--- config.mk ---
export PLATFORM = sky130hd
export DESIGN_NAME = issue_operand_stage_flat
export DESIGN_NICKNAME = d
export VERILOG_FILES = /design/src/rtl/issue_operand_stage_if.sv /design/src/rtl/issue_operand_stage.sv /design/src/flat_wrapper.sv
export SDC_FILE = /design/constraint.sdc
export NUM_CORES = 1
export LEC_CHECK = 0
export ABC_CLOCK_PERIOD_IN_PS = 2650
export CORE_ASPECT_RATIO = 1.25
export CORE_UTILIZATION = 48
export DETAILED_ROUTE_END_ITERATION = 10
export PLACE_DENSITY = 0.82
export SYNTH_ARGS = -nofsm -noshare
export SYNTH_HDL_FRONTEND = slang
export SYNTH_SLANG_ARGS = --single-unit
--- constraint.sdc ---
create_clock -name clk -period 2.65 [get_ports clk]
set_input_delay 0.53 -clock clk [delete_from_list [all_inputs] [get_ports clk]]
set_output_delay 0.53 -clock clk [all_outputs]
set_load 0.03 [all_outputs]
--- src/rtl/issue_operand_stage_if.sv ---
// Issue-side, register-file, writeback-bypass and execute-side signals of the operand stage.
// The stage connects through the slave modport; the surrounding pipeline uses master.
interface issue_operand_stage_if #(
    parameter int PHY_REG_NUM = 64,
    parameter int WB_WIDTH    = 4,
    parameter int DATA_W      = 32,
    parameter int OC_W        = 16
);
    localparam int PREG_W = (PHY_REG_NUM > 1) ? $clog2(PHY_REG_NUM) : 1;

    logic                         issue_valid_i;
    logic                         issue_ready_o;
    logic [PREG_W-1:0]            issue_psrc0_i;
    logic [PREG_W-1:0]            issue_psrc1_i;
    logic                         issue_psrc0_valid_i;
    logic                         issue_psrc1_valid_i;
    logic [PREG_W-1:0]            issue_pdest_i;
    logic [OC_W-1:0]              issue_oc_i;

    logic [PREG_W-1:0]            rf_raddr0_o;
    logic [PREG_W-1:0]            rf_raddr1_o;
    logic [DATA_W-1:0]            rf_rdata0_i;
    logic [DATA_W-1:0]            rf_rdata1_i;

    logic [WB_WIDTH-1:0]          wb_i;
    logic [WB_WIDTH*PREG_W-1:0]   wb_pdest_i;
    logic [WB_WIDTH*DATA_W-1:0]   wb_data_i;

    logic                         exe_valid_o;
    logic                         exe_ready_i;
    logic [DATA_W-1:0]            exe_src0_o;
    logic [DATA_W-1:0]            exe_src1_o;
    logic [PREG_W-1:0]            exe_pdest_o;
    logic [OC_W-1:0]              exe_oc_o;

    modport slave (
        input  issue_valid_i, issue_psrc0_i, issue_psrc1_i, issue_psrc0_valid_i,
               issue_psrc1_valid_i, issue_pdest_i, issue_oc_i,
               rf_rdata0_i, rf_rdata1_i, wb_i, wb_pdest_i, wb_data_i, exe_ready_i,
        output issue_ready_o, rf_raddr0_o, rf_raddr1_o,
               exe_valid_o, exe_src0_o, exe_src1_o, exe_pdest_o, exe_oc_o
    );

    modport master (
        output issue_valid_i, issue_psrc0_i, issue_psrc1_i, issue_psrc0_valid_i,
               issue_psrc1_valid_i, issue_pdest_i, issue_oc_i,
               rf_rdata0_i, rf_rdata1_i, wb_i, wb_pdest_i, wb_data_i, exe_ready_i,
        input  issue_ready_o, rf_raddr0_o, rf_raddr1_o,
               exe_valid_o, exe_src0_o, exe_src1_o, exe_pdest_o, exe_oc_o
    );
endinterface

--- src/rtl/issue_operand_stage.sv ---
// Operand-read stage between reservation station and execute: captures operands with
// writeback bypass, then holds them in a main register plus one skid entry.
module issue_operand_stage #(
    parameter int PHY_REG_NUM = 64,
    parameter int WB_WIDTH    = 4,
    parameter int DATA_W      = 32,
    parameter int OC_W        = 16
) (
    input  logic                 clk,
    input  logic                 rst_n,
    input  logic                 flush_i,
    issue_operand_stage_if.slave bus
);
    localparam int PREG_W = (PHY_REG_NUM > 1) ? $clog2(PHY_REG_NUM) : 1;

    typedef struct packed {
        logic              valid;
        logic [DATA_W-1:0] src0;
        logic [DATA_W-1:0] src1;
        logic [PREG_W-1:0] pdest;
        logic [OC_W-1:0]   oc;
    } entry_t;

    entry_t m_q, m_d;
    entry_t s_q, s_d;
    entry_t new_ent;
    logic   accept;
    logic   drain;

    // Lowest-numbered matching writeback port wins, so scan from the top down.
    function automatic logic [DATA_W-1:0] pick_operand(
        input logic                       used,
        input logic [PREG_W-1:0]          psrc,
        input logic [DATA_W-1:0]          rf_data,
        input logic [WB_WIDTH-1:0]        wb,
        input logic [WB_WIDTH*PREG_W-1:0] wb_pdest,
        input logic [WB_WIDTH*DATA_W-1:0] wb_data
    );
        logic [DATA_W-1:0] res;
        res = rf_data;
        for (int j = WB_WIDTH - 1; j >= 0; j--) begin
            if (wb[j] && (wb_pdest[j*PREG_W +: PREG_W] == psrc)) begin
                res = wb_data[j*DATA_W +: DATA_W];
            end
        end
        if (!used) begin
            res = '0;
        end
        return res;
    endfunction

    assign bus.rf_raddr0_o   = bus.issue_psrc0_i;
    assign bus.rf_raddr1_o   = bus.issue_psrc1_i;
    assign bus.issue_ready_o = ~s_q.valid;

    assign bus.exe_valid_o = m_q.valid;
    assign bus.exe_src0_o  = m_q.src0;
    assign bus.exe_src1_o  = m_q.src1;
    assign bus.exe_pdest_o = m_q.pdest;
    assign bus.exe_oc_o    = m_q.oc;

    assign accept = bus.issue_valid_i & ~s_q.valid;
    assign drain  = m_q.valid & bus.exe_ready_i;

    always_comb begin
        new_ent       = '0;
        new_ent.valid = 1'b1;
        new_ent.src0  = pick_operand(bus.issue_psrc0_valid_i, bus.issue_psrc0_i, bus.rf_rdata0_i,
                                     bus.wb_i, bus.wb_pdest_i, bus.wb_data_i);
        new_ent.src1  = pick_operand(bus.issue_psrc1_valid_i, bus.issue_psrc1_i, bus.rf_rdata1_i,
                                     bus.wb_i, bus.wb_pdest_i, bus.wb_data_i);
        new_ent.pdest = bus.issue_pdest_i;
        new_ent.oc    = bus.issue_oc_i;
    end

    // A full skid entry blocks accepts, so the skid-refill and accept paths never overlap.
    always_comb begin
        m_d = m_q;
        s_d = s_q;
        if (flush_i) begin
            m_d.valid = 1'b0;
            s_d.valid = 1'b0;
        end else if (s_q.valid) begin
            if (drain) begin
                m_d       = s_q;
                s_d.valid = 1'b0;
            end
        end else if (!m_q.valid || drain) begin
            if (accept) begin
                m_d = new_ent;
            end else begin
                m_d.valid = 1'b0;
            end
        end else if (accept) begin
            s_d = new_ent;
        end
    end

    always_ff @(posedge clk or negedge rst_n) begin
        if (!rst_n) begin
            m_q <= '0;
            s_q <= '0;
        end else begin
            m_q <= m_d;
            s_q <= s_d;
        end
    end
endmodule

--- src/flat_wrapper.sv ---
// flat-port wrapper written by rule: the top's interface ports become plain ports
module issue_operand_stage_flat 
#(
    parameter int PHY_REG_NUM = 64,
    parameter int WB_WIDTH    = 4,
    parameter int DATA_W      = 32,
    parameter int OC_W        = 16
)
  (clk, rst_n, flush_i, bus_issue_valid_i, bus_issue_psrc0_i, bus_issue_psrc1_i, bus_issue_psrc0_valid_i, bus_issue_psrc1_valid_i, bus_issue_pdest_i, bus_issue_oc_i, bus_rf_rdata0_i, bus_rf_rdata1_i, bus_wb_i, bus_wb_pdest_i, bus_wb_data_i, bus_exe_ready_i, bus_issue_ready_o, bus_rf_raddr0_o, bus_rf_raddr1_o, bus_exe_valid_o, bus_exe_src0_o, bus_exe_src1_o, bus_exe_pdest_o, bus_exe_oc_o);
  issue_operand_stage_if #(.PHY_REG_NUM(PHY_REG_NUM), .WB_WIDTH(WB_WIDTH), .DATA_W(DATA_W), .OC_W(OC_W)) bus_i ();
  input  logic clk;
  input  logic rst_n;
  input  logic flush_i;
  input wire logic [$bits(bus_i.issue_valid_i)-1:0] bus_issue_valid_i;
  input wire logic [$bits(bus_i.issue_psrc0_i)-1:0] bus_issue_psrc0_i;
  input wire logic [$bits(bus_i.issue_psrc1_i)-1:0] bus_issue_psrc1_i;
  input wire logic [$bits(bus_i.issue_psrc0_valid_i)-1:0] bus_issue_psrc0_valid_i;
  input wire logic [$bits(bus_i.issue_psrc1_valid_i)-1:0] bus_issue_psrc1_valid_i;
  input wire logic [$bits(bus_i.issue_pdest_i)-1:0] bus_issue_pdest_i;
  input wire logic [$bits(bus_i.issue_oc_i)-1:0] bus_issue_oc_i;
  input wire logic [$bits(bus_i.rf_rdata0_i)-1:0] bus_rf_rdata0_i;
  input wire logic [$bits(bus_i.rf_rdata1_i)-1:0] bus_rf_rdata1_i;
  input wire logic [$bits(bus_i.wb_i)-1:0] bus_wb_i;
  input wire logic [$bits(bus_i.wb_pdest_i)-1:0] bus_wb_pdest_i;
  input wire logic [$bits(bus_i.wb_data_i)-1:0] bus_wb_data_i;
  input wire logic [$bits(bus_i.exe_ready_i)-1:0] bus_exe_ready_i;
  output wire logic [$bits(bus_i.issue_ready_o)-1:0] bus_issue_ready_o;
  output wire logic [$bits(bus_i.rf_raddr0_o)-1:0] bus_rf_raddr0_o;
  output wire logic [$bits(bus_i.rf_raddr1_o)-1:0] bus_rf_raddr1_o;
  output wire logic [$bits(bus_i.exe_valid_o)-1:0] bus_exe_valid_o;
  output wire logic [$bits(bus_i.exe_src0_o)-1:0] bus_exe_src0_o;
  output wire logic [$bits(bus_i.exe_src1_o)-1:0] bus_exe_src1_o;
  output wire logic [$bits(bus_i.exe_pdest_o)-1:0] bus_exe_pdest_o;
  output wire logic [$bits(bus_i.exe_oc_o)-1:0] bus_exe_oc_o;
  assign bus_i.issue_valid_i = bus_issue_valid_i;
  assign bus_i.issue_psrc0_i = bus_issue_psrc0_i;
  assign bus_i.issue_psrc1_i = bus_issue_psrc1_i;
  assign bus_i.issue_psrc0_valid_i = bus_issue_psrc0_valid_i;
  assign bus_i.issue_psrc1_valid_i = bus_issue_psrc1_valid_i;
  assign bus_i.issue_pdest_i = bus_issue_pdest_i;
  assign bus_i.issue_oc_i = bus_issue_oc_i;
  assign bus_i.rf_rdata0_i = bus_rf_rdata0_i;
  assign bus_i.rf_rdata1_i = bus_rf_rdata1_i;
  assign bus_i.wb_i = bus_wb_i;
  assign bus_i.wb_pdest_i = bus_wb_pdest_i;
  assign bus_i.wb_data_i = bus_wb_data_i;
  assign bus_i.exe_ready_i = bus_exe_ready_i;
  assign bus_issue_ready_o = bus_i.issue_ready_o;
  assign bus_rf_raddr0_o = bus_i.rf_raddr0_o;
  assign bus_rf_raddr1_o = bus_i.rf_raddr1_o;
  assign bus_exe_valid_o = bus_i.exe_valid_o;
  assign bus_exe_src0_o = bus_i.exe_src0_o;
  assign bus_exe_src1_o = bus_i.exe_src1_o;
  assign bus_exe_pdest_o = bus_i.exe_pdest_o;
  assign bus_exe_oc_o = bus_i.exe_oc_o;
  issue_operand_stage #(.PHY_REG_NUM(PHY_REG_NUM), .WB_WIDTH(WB_WIDTH), .DATA_W(DATA_W), .OC_W(OC_W)) u_core (.clk(clk), .rst_n(rst_n), .flush_i(flush_i), .bus(bus_i));
endmodule
==> run metrics <==
Static Leak approximately 6.6 nW; final setup vio count 0; synthesized instance count ~1500; cells taking the most area after synthesis dfrtp_1 38%, a21oi_1 11%, nand2_1 8.3%, a221o_1 5.0%, a221oi_1 4.9%; Reg power frac a little under two fifths; Max clock buf depth 2; io pins between 300 and 400; gpl congestion 0.976; Yosys top cell area share ~38%; sequential fraction of the synthesis area a little under two fifths; TritonRoute pass-1 iters 6; CP Cell Sequence clkdlybuf4s50_1 -> xnor2_1 -> nand4_1 -> or4b_2 -> buf_4 -> o21ai_0 -> a221oi_1 -> a21oi_1; Clk pin slew, worst setup/hold paths around 80 ps; CP Launch Type primary input; gr usage total a little over 40%; CP Buf/Inv Count 2; Worst setup EP type register; Req. time, crit path about 3000 ps; min cycle time layout around 2600 ps; fin cells ~2100; Initial Utilization about half; post-CTS setup buffer count 0; Worst Max-Slew Pin Slew roughly 540 ps; fin util 71.8%; Buffers on Ports 360; Crit Path Class primary input to register; metal2 WL 23.5 mm; maxcap violations 0; CP top delay family buffers and inverters; Die ar. 24600 um2; Reg-to-Reg End u_core.bus.exe_src0_o[0]; cell taking the most area after synthesis dfrtp_1; Worst VDD drop between 0.4 and 0.5 mV; width of the die around 140 um; r2r worst-path depth 6; Yosys cell types 37; vias in the first global route about 14000; Max Slew Vio Count 0; Num CTS Buffers 17; Cells after DPL between 2000 and 2500; Post-Syn Area per Cell around 7.9 um2; initial antenna violation count 3; flops & latches, synth between 150 and 200; Critical Path AT just under 3000 ps; min-delay worst type register to register; power share of the clock group about 28%; met1 WL 17.6 mm; Net Sw Frac between 30% and 40%; CTS H-tree lvls 4; period utilisation layout 98.7%; CP max stage delay 700 ps; leading cell type in the layout, fill and taps excluded clkdlybuf4s50_1; Layout Nets 2068; stages on the worst setup path 8; clock sinks about 170; final hold vios 0; worst flop-to-flop path startpoint u_core.s_q[86]; Slew HR 63.8%; share of cells above drive strength 1 between 10% and 20%; GRT Residual Overflow 0; detailed-placement wirelength estimate approximately 35 mm; PD cells between 500 and 600 nW/um2; DRT antenna net count 0; Design Area, Final approximately 17000 um2; R2R setup slack roughly 550 ps; Root Driver clkbuf_16; CORE AREA approximately 23000 um2; critical path peak fanout 19; Worst path slowest cell or4b_2; unrepaired setup endpoints after global routing no; Post-route DRC 0; met3 wire length ~6.6 mm; via count ~14000; vias per cell roughly 6.6; internal power between 0.006 and 0.007 W; highest metal used met4; most frequent cells in the layout 357 x clkdlybuf4s50_1, 258 x a21oi_1, 252 x nand2_1; Initial DRC Count 1770; standard-cell rows 62; Final Skew between 9 and 10 ps; synth warn 0; Die Ht 175 um; Worst Setup SP bus_issue_psrc0_i[4]; area delta synth->final 45.3%; first-pass GRT wire length between 70 and 80 mm; fmax 382 MHz; CTS tree done; Synth Cell Area roughly 12000 um2; clk_lat worst skew roughly 450 ps; drt wl/cell between 20 and 25 um; Critical Path End u_core.bus.exe_src0_o[18]; status completed; total wire length between 50 and 60 mm; worst hold margin approximately 480 ps; Comb power frac around 34%; Placed Area approximately 16000 um2; Psw 0.00348 W; pin count of the biggest net entering global routing just under 90; Net Count, Synth around 1700
==> final cells by class <==
class / instances / area (um2)
inverter: 5 / 18.8
fill: 1795 / 6560
tap: 288 / 360
antenna: 3 / 7.51
timing repair buffer: 469 / 4730
clock inverter: 15 / 214
sequential: 174 / 4360
clock buffer: 17 / 425
multi-input combinational: 1140 / 6600
==> registers in the layout (all words and copies together), names as in the netlist <==
register / count
u_core.s_q: 87
u_core.bus.exe_src0_o: 32
u_core.bus.exe_pdest_o: 6
u_core.bus.exe_src1_o: 32
u_core.bus.exe_oc_o: 16
u_core.bus.exe_valid_o: 1
==> worst min-delay path by stage <==
stage	startpoint	endpoint	cells past startpoint
4_1_cts	u_core.bus.exe_pdest_o[2]	u_core.bus.exe_pdest_o[2]	2
3_3_place_gp	rst_n	u_core.bus.exe_src1_o[17]	1
2_1_floorplan	rst_n	u_core.bus.exe_oc_o[0]	0
6_report	u_core.bus.exe_oc_o[4]	u_core.bus.exe_oc_o[4]	2
3_5_place_dp	rst_n	u_core.bus.exe_src1_o[18]	1
5_1_grt	u_core.bus.exe_oc_o[4]	u_core.bus.exe_oc_o[4]	2
==> cells by family (layout without fill, tap and decap cells) <==
logic type	after synthesis	count (layout)	share of synthesized area (%)
xor gates and xnor gates	48	48	3.72
buffers and inverters	142	506	5.59
and+or+nand+nor	510	510	20.4
other	0	3	0
muxes	44	44	4.07
AOI/OAI and AO/OA	538	538	28.4
DFF	174	174	37.9
==> worst min-delay path: stages, from the launching register on <==
cell	delay (ps)
dfrtp_1	340
nand2_1	50
o21ai_0	60
==> routing by layer <==
| metal | up-vias | GRT usage [%] |
|---|---|---|
| met1 | 6400 | 49.8 |
| met2 | 1303 | 67.1 |
| met5 | - | 0 |
| li1 | 5937 | - |
| met4 | 0 | 26.6 |
| met3 | 319 | 9.95 |
==> what timing repair did <==
action	CTS	global route
setup endpoints to repair	0	16
gates resized for setup	0	2
hold endpoints to repair	22	0
hold buffers	1	0
==> cell usage after synthesis <==
cell and number:
a21oi_1 258, nand2_1 254, dfrtp_1 174, clkbuf_1 110, o21ai_0 90, nand3_1 69
nor2_1 68, nor2b_1 65, a221oi_1 64, o21ai_1 61, a221o_1 58, xnor2_1 35
and2_1 32, mux2_2 22, mux2i_1 22, buf_4 12, xor2_1 12, buf_6 8
a221o_2 6, nor3_1 5, buf_2 4, inv_1 4, buf_1 3, nand4_1 3
or4b_1 3, nor3_2 2, nor4b_2 2, a211oi_1 1, and4_1 1, inv_2 1
nor4_1 1, nor4_2 1, or2_2 1, or3b_1 1, or4_1 1, or4b_2 1
xnor2_2 1
==> power by group through the flow <==
| stage | combinational [W] | clock (W) | sequential, W |
|---|---|---|---|
| after floorplan | 0.00109 | 0 | 0.00407 |
| after CTS | 0.00321 | 0.00271 | 0.00359 |
| after global routing | 0.00344 | 0.00282 | 0.00365 |
| after global placement | 0.00313 | 0 | 0.00360 |
| final | 0.00325 | 0.00270 | 0.00361 |
| after detailed placement | 0.00320 | 0 | 0.00363 |
==> metrics by stage <==
step	setup slack, ps	TNS (ps)	total power [W]
after floorplan	317	0	0.00517
after global placement	-324	-29220	0.00674
after detailed placement	-342	-33130	0.00682
after CTS	66.1	0	0.00951
after global routing	7.14	0	0.00991
final	34.5	0	0.00956
Note: power is estimated with default switching activity, not from simulation.
==> variant: new RTL, same flow settings <==
`DATA_W` is set to 32 in 3 places; all go to 16.
--- a/src/rtl/issue_operand_stage_if.sv
+++ b/src/rtl/issue_operand_stage_if.sv
@@ -5,3 +5,3 @@
     parameter int WB_WIDTH    = 4,
-    parameter int DATA_W      = 32,
+    parameter int DATA_W      = 16,
     parameter int OC_W        = 16
--- a/src/rtl/issue_operand_stage.sv
+++ b/src/rtl/issue_operand_stage.sv
@@ -5,3 +5,3 @@
     parameter int WB_WIDTH    = 4,
-    parameter int DATA_W      = 32,
+    parameter int DATA_W      = 16,
     parameter int OC_W        = 16
--- a/src/flat_wrapper.sv
+++ b/src/flat_wrapper.sv
@@ -5,3 +5,3 @@
     parameter int WB_WIDTH    = 4,
-    parameter int DATA_W      = 32,
+    parameter int DATA_W      = 16,
     parameter int OC_W        = 16
Ports: changed (5 resized); port bits go from 361 to 233. No check against the original RTL was run, so the function may have changed too.
==> variant against the unedited design <==
- critical path depth stayed put
- final area is 39% lower
- fmax increased by 2.7%
- non-clock buffer count decreased by 167
- sequential cell count is 64 lower
- setup slack improved by 0.068 ns
- clock skew fell by 0.0033 ns
- synthesized area decreased by 39%
- total power down 42%
- combinational power fell by 40%
- wire length decreased by 49%
- count of clock-buffer cells in the layout down 8
- hold slack worse by 0.38 ns
- critical endpoint is now u_core.s_q[37]
- largest cell class unchanged
- largest power group unchanged
- highest routed layer unchanged
==> variant: results (changes against the unedited design) <==
Status
  – Status: complete, no violations (unchanged)

Setup path
  – Worst path slowest cell: nor3_2 (was or4b_2)
  – Delay-heaviest family, CP: simple AND/OR/NAND/NOR gates (was buffers and inverters)
  – Worst Path Max Fanout: 12 (was 19)
  – Largest stage delay, worst path: 0.76 ns (was 0.70 ns)

GRT
  – Vias in the first global route: 7726 (was 14000)
  – Met2 usage: 0.592 (was 0.671)
  – Global-route wire length before repair: 39.9 mm (was 77.7 mm)
  – GRT met1 Usage: 0.413 (was 0.498)
  – Met3 usage in global routing: 0.0918 (was 0.0995)
  – Largest net degree at the start of global routing: 40 (was 89)
  – Initial antenna violation count: 0 (was 3)
  – Gr usage total: 0.352 (was 0.416)

Place
  – Dpl hpwl: 19.6 mm (was 34.9 mm)
  – Gpl congestion: 0.980 (was 0.976)
  – Post-Place Setup Slack: -0.418 ns (was -0.342 ns)
  – IO Port Bufs: 232 (was 360)

Synthesis
  – Commonest cells in the netlist: 148 x nand2_1, 130 x a21oi_1, 110 x dfrtp_1, 66 x o21ai_0, 56 x nor2_1 (was 258 x a21oi_1, 254 x nand2_1, 174 x dfrtp_1, 110 x clkbuf_1, 90 x o21ai_0)
  – Synthesized Nets: 1019 (was 1717)
  – Multiplexer share of the synthesized area: 0.0665 (was 0.0407)
  – Fraction of registers with async set/reset: 1.00 (unchanged)
  – Post-synthesis sequential area ratio: 0.391 (was 0.379)
  – Syn Inst Count: 854 (was 1456)
  – Post-synthesis xor/xnor area fraction: 0.0630 (was 0.0372)
  – Adder-cell share of the synthesized area: 0 (unchanged)
  – Synth Area in Compound Gates: 0.243 (was 0.284)
  – Top cells by area, synth: dfrtp_1 39%, a21oi_1 9.2%, nand2_1 7.9% (was dfrtp_1 38%, a21oi_1 11%, nand2_1 8.3%)
  – Synth unique cells: 31 (was 37)
  – EDFF count, synth: 0 (unchanged)

STA
  – Final Skew: 0.00663 ns (was 0.00988 ns)
  – Slew margin rel.: 0.401 (was 0.638)

Clocking
  – TritonCTS buffer count: 9 (was 17)
  – Clock Path Buffers: 2 (unchanged)
  – Clk Latency, worst-skew pair: 0.35 ns (was 0.45 ns)
  – H-tree levels: 3 (was 4)

Power
  – Maximum vdd drop: 481 uV (was 422 uV)
  – P_leak: 4.09 nW (was 6.59 nW)

Routing
  – Metal-1 WL: 9.31 mm (was 17.6 mm)
  – DR pass1 iterations: 8 (was 6)
  – Wire per inst: 20.6 um (was 24.3 um)
  – DR WL met2: 12.6 mm (was 23.5 mm)
  – Post-Route WL: 26.3 mm (was 51.3 mm)
  – Number of DRC markers in iteration 0: 1031 (was 1770)
  – Via/cell ratio: 6.21 (was 6.61)
  – WL met3: 2.95 mm (was 6.56 mm)

Layout
  – Fillers: 1163 (was 1795)
  – Ant diodes: 0 (was 3)
  – Max reg flops: 55 (was 87)
  – Nets: 1259 (was 2068)
  – Layout cells sized above 1: 0.115 (was 0.107)

Hold path
  – HP Class: primary input to async pin (was flip-flop to flip-flop)
==> variant: path summary, 6_finish.rpt <==
path,startpoint,to,slack (ns),depth (start not counted)
worst max-delay path,bus_wb_pdest_i[23],u_core.s_q[37],0.10,8
worst min-delay path,rst_n,u_core.bus.exe_oc_o[6],0.10,1
worst max register to register,u_core.s_q[54],u_core.bus.exe_src0_o[5],0.67,6
worst min register to register,u_core.bus.exe_oc_o[8],u_core.bus.exe_oc_o[8],0.48,2
max in group asynchronous,rst_n,u_core.s_q[37],1.87,2
min in group clk,u_core.bus.exe_oc_o[8],u_core.bus.exe_oc_o[8],0.48,2
==> variant: cell type report <==
cell class                 instances  share of cell area
tap                              178              0.0218
timing repair buffer             302               0.290
multi-input combinational        666               0.388
clock buffer                       9              0.0220
sequential                       110               0.269
clock inverter                     7             0.00722
inverter                           5             0.00183
==> variant: what timing repair did <==
item                       CTS  global route
hold endpoints to repair     0             0
resized for setup            1             2
buffers inserted             0             0
setup endpoints to repair   11             1
==> variant: where the power goes <==
part	internal [mW]	switching [mW]	total (mW)
Clock	0.673	0.697	1.37
Combinational	0.918	1.04	1.96
Sequential	2.03	0.220	2.25
Total	3.62	1.96	5.58
==> variant: cells by family after synthesis <==
group	after synthesis
simple gates	290
compound gates	284
mux	44
flops	110
xor+xnor	48
buf+inv	78
==> variant: worst reg2reg max path: cells and delay by family (launching register included) <==
family / cells / cell delay (ns)
AO/OA/AOI/OAI: 3 / 0.90
flip-flops: 1 / 0.43
buffers and inverters: 2 / 0.38
AND/OR/NAND/NOR: 1 / 0.15
==> variant: metrics by stage <==
step	TNS, ns	power (mW)	area, um2
after CTS	0	5.59	10200
after floorplan	0	3.25	7040
after detailed placement	-16.98	4.22	9910
after global placement	-13.94	4.16	9910
after global routing	0	5.84	10200
final	0	5.58	10200
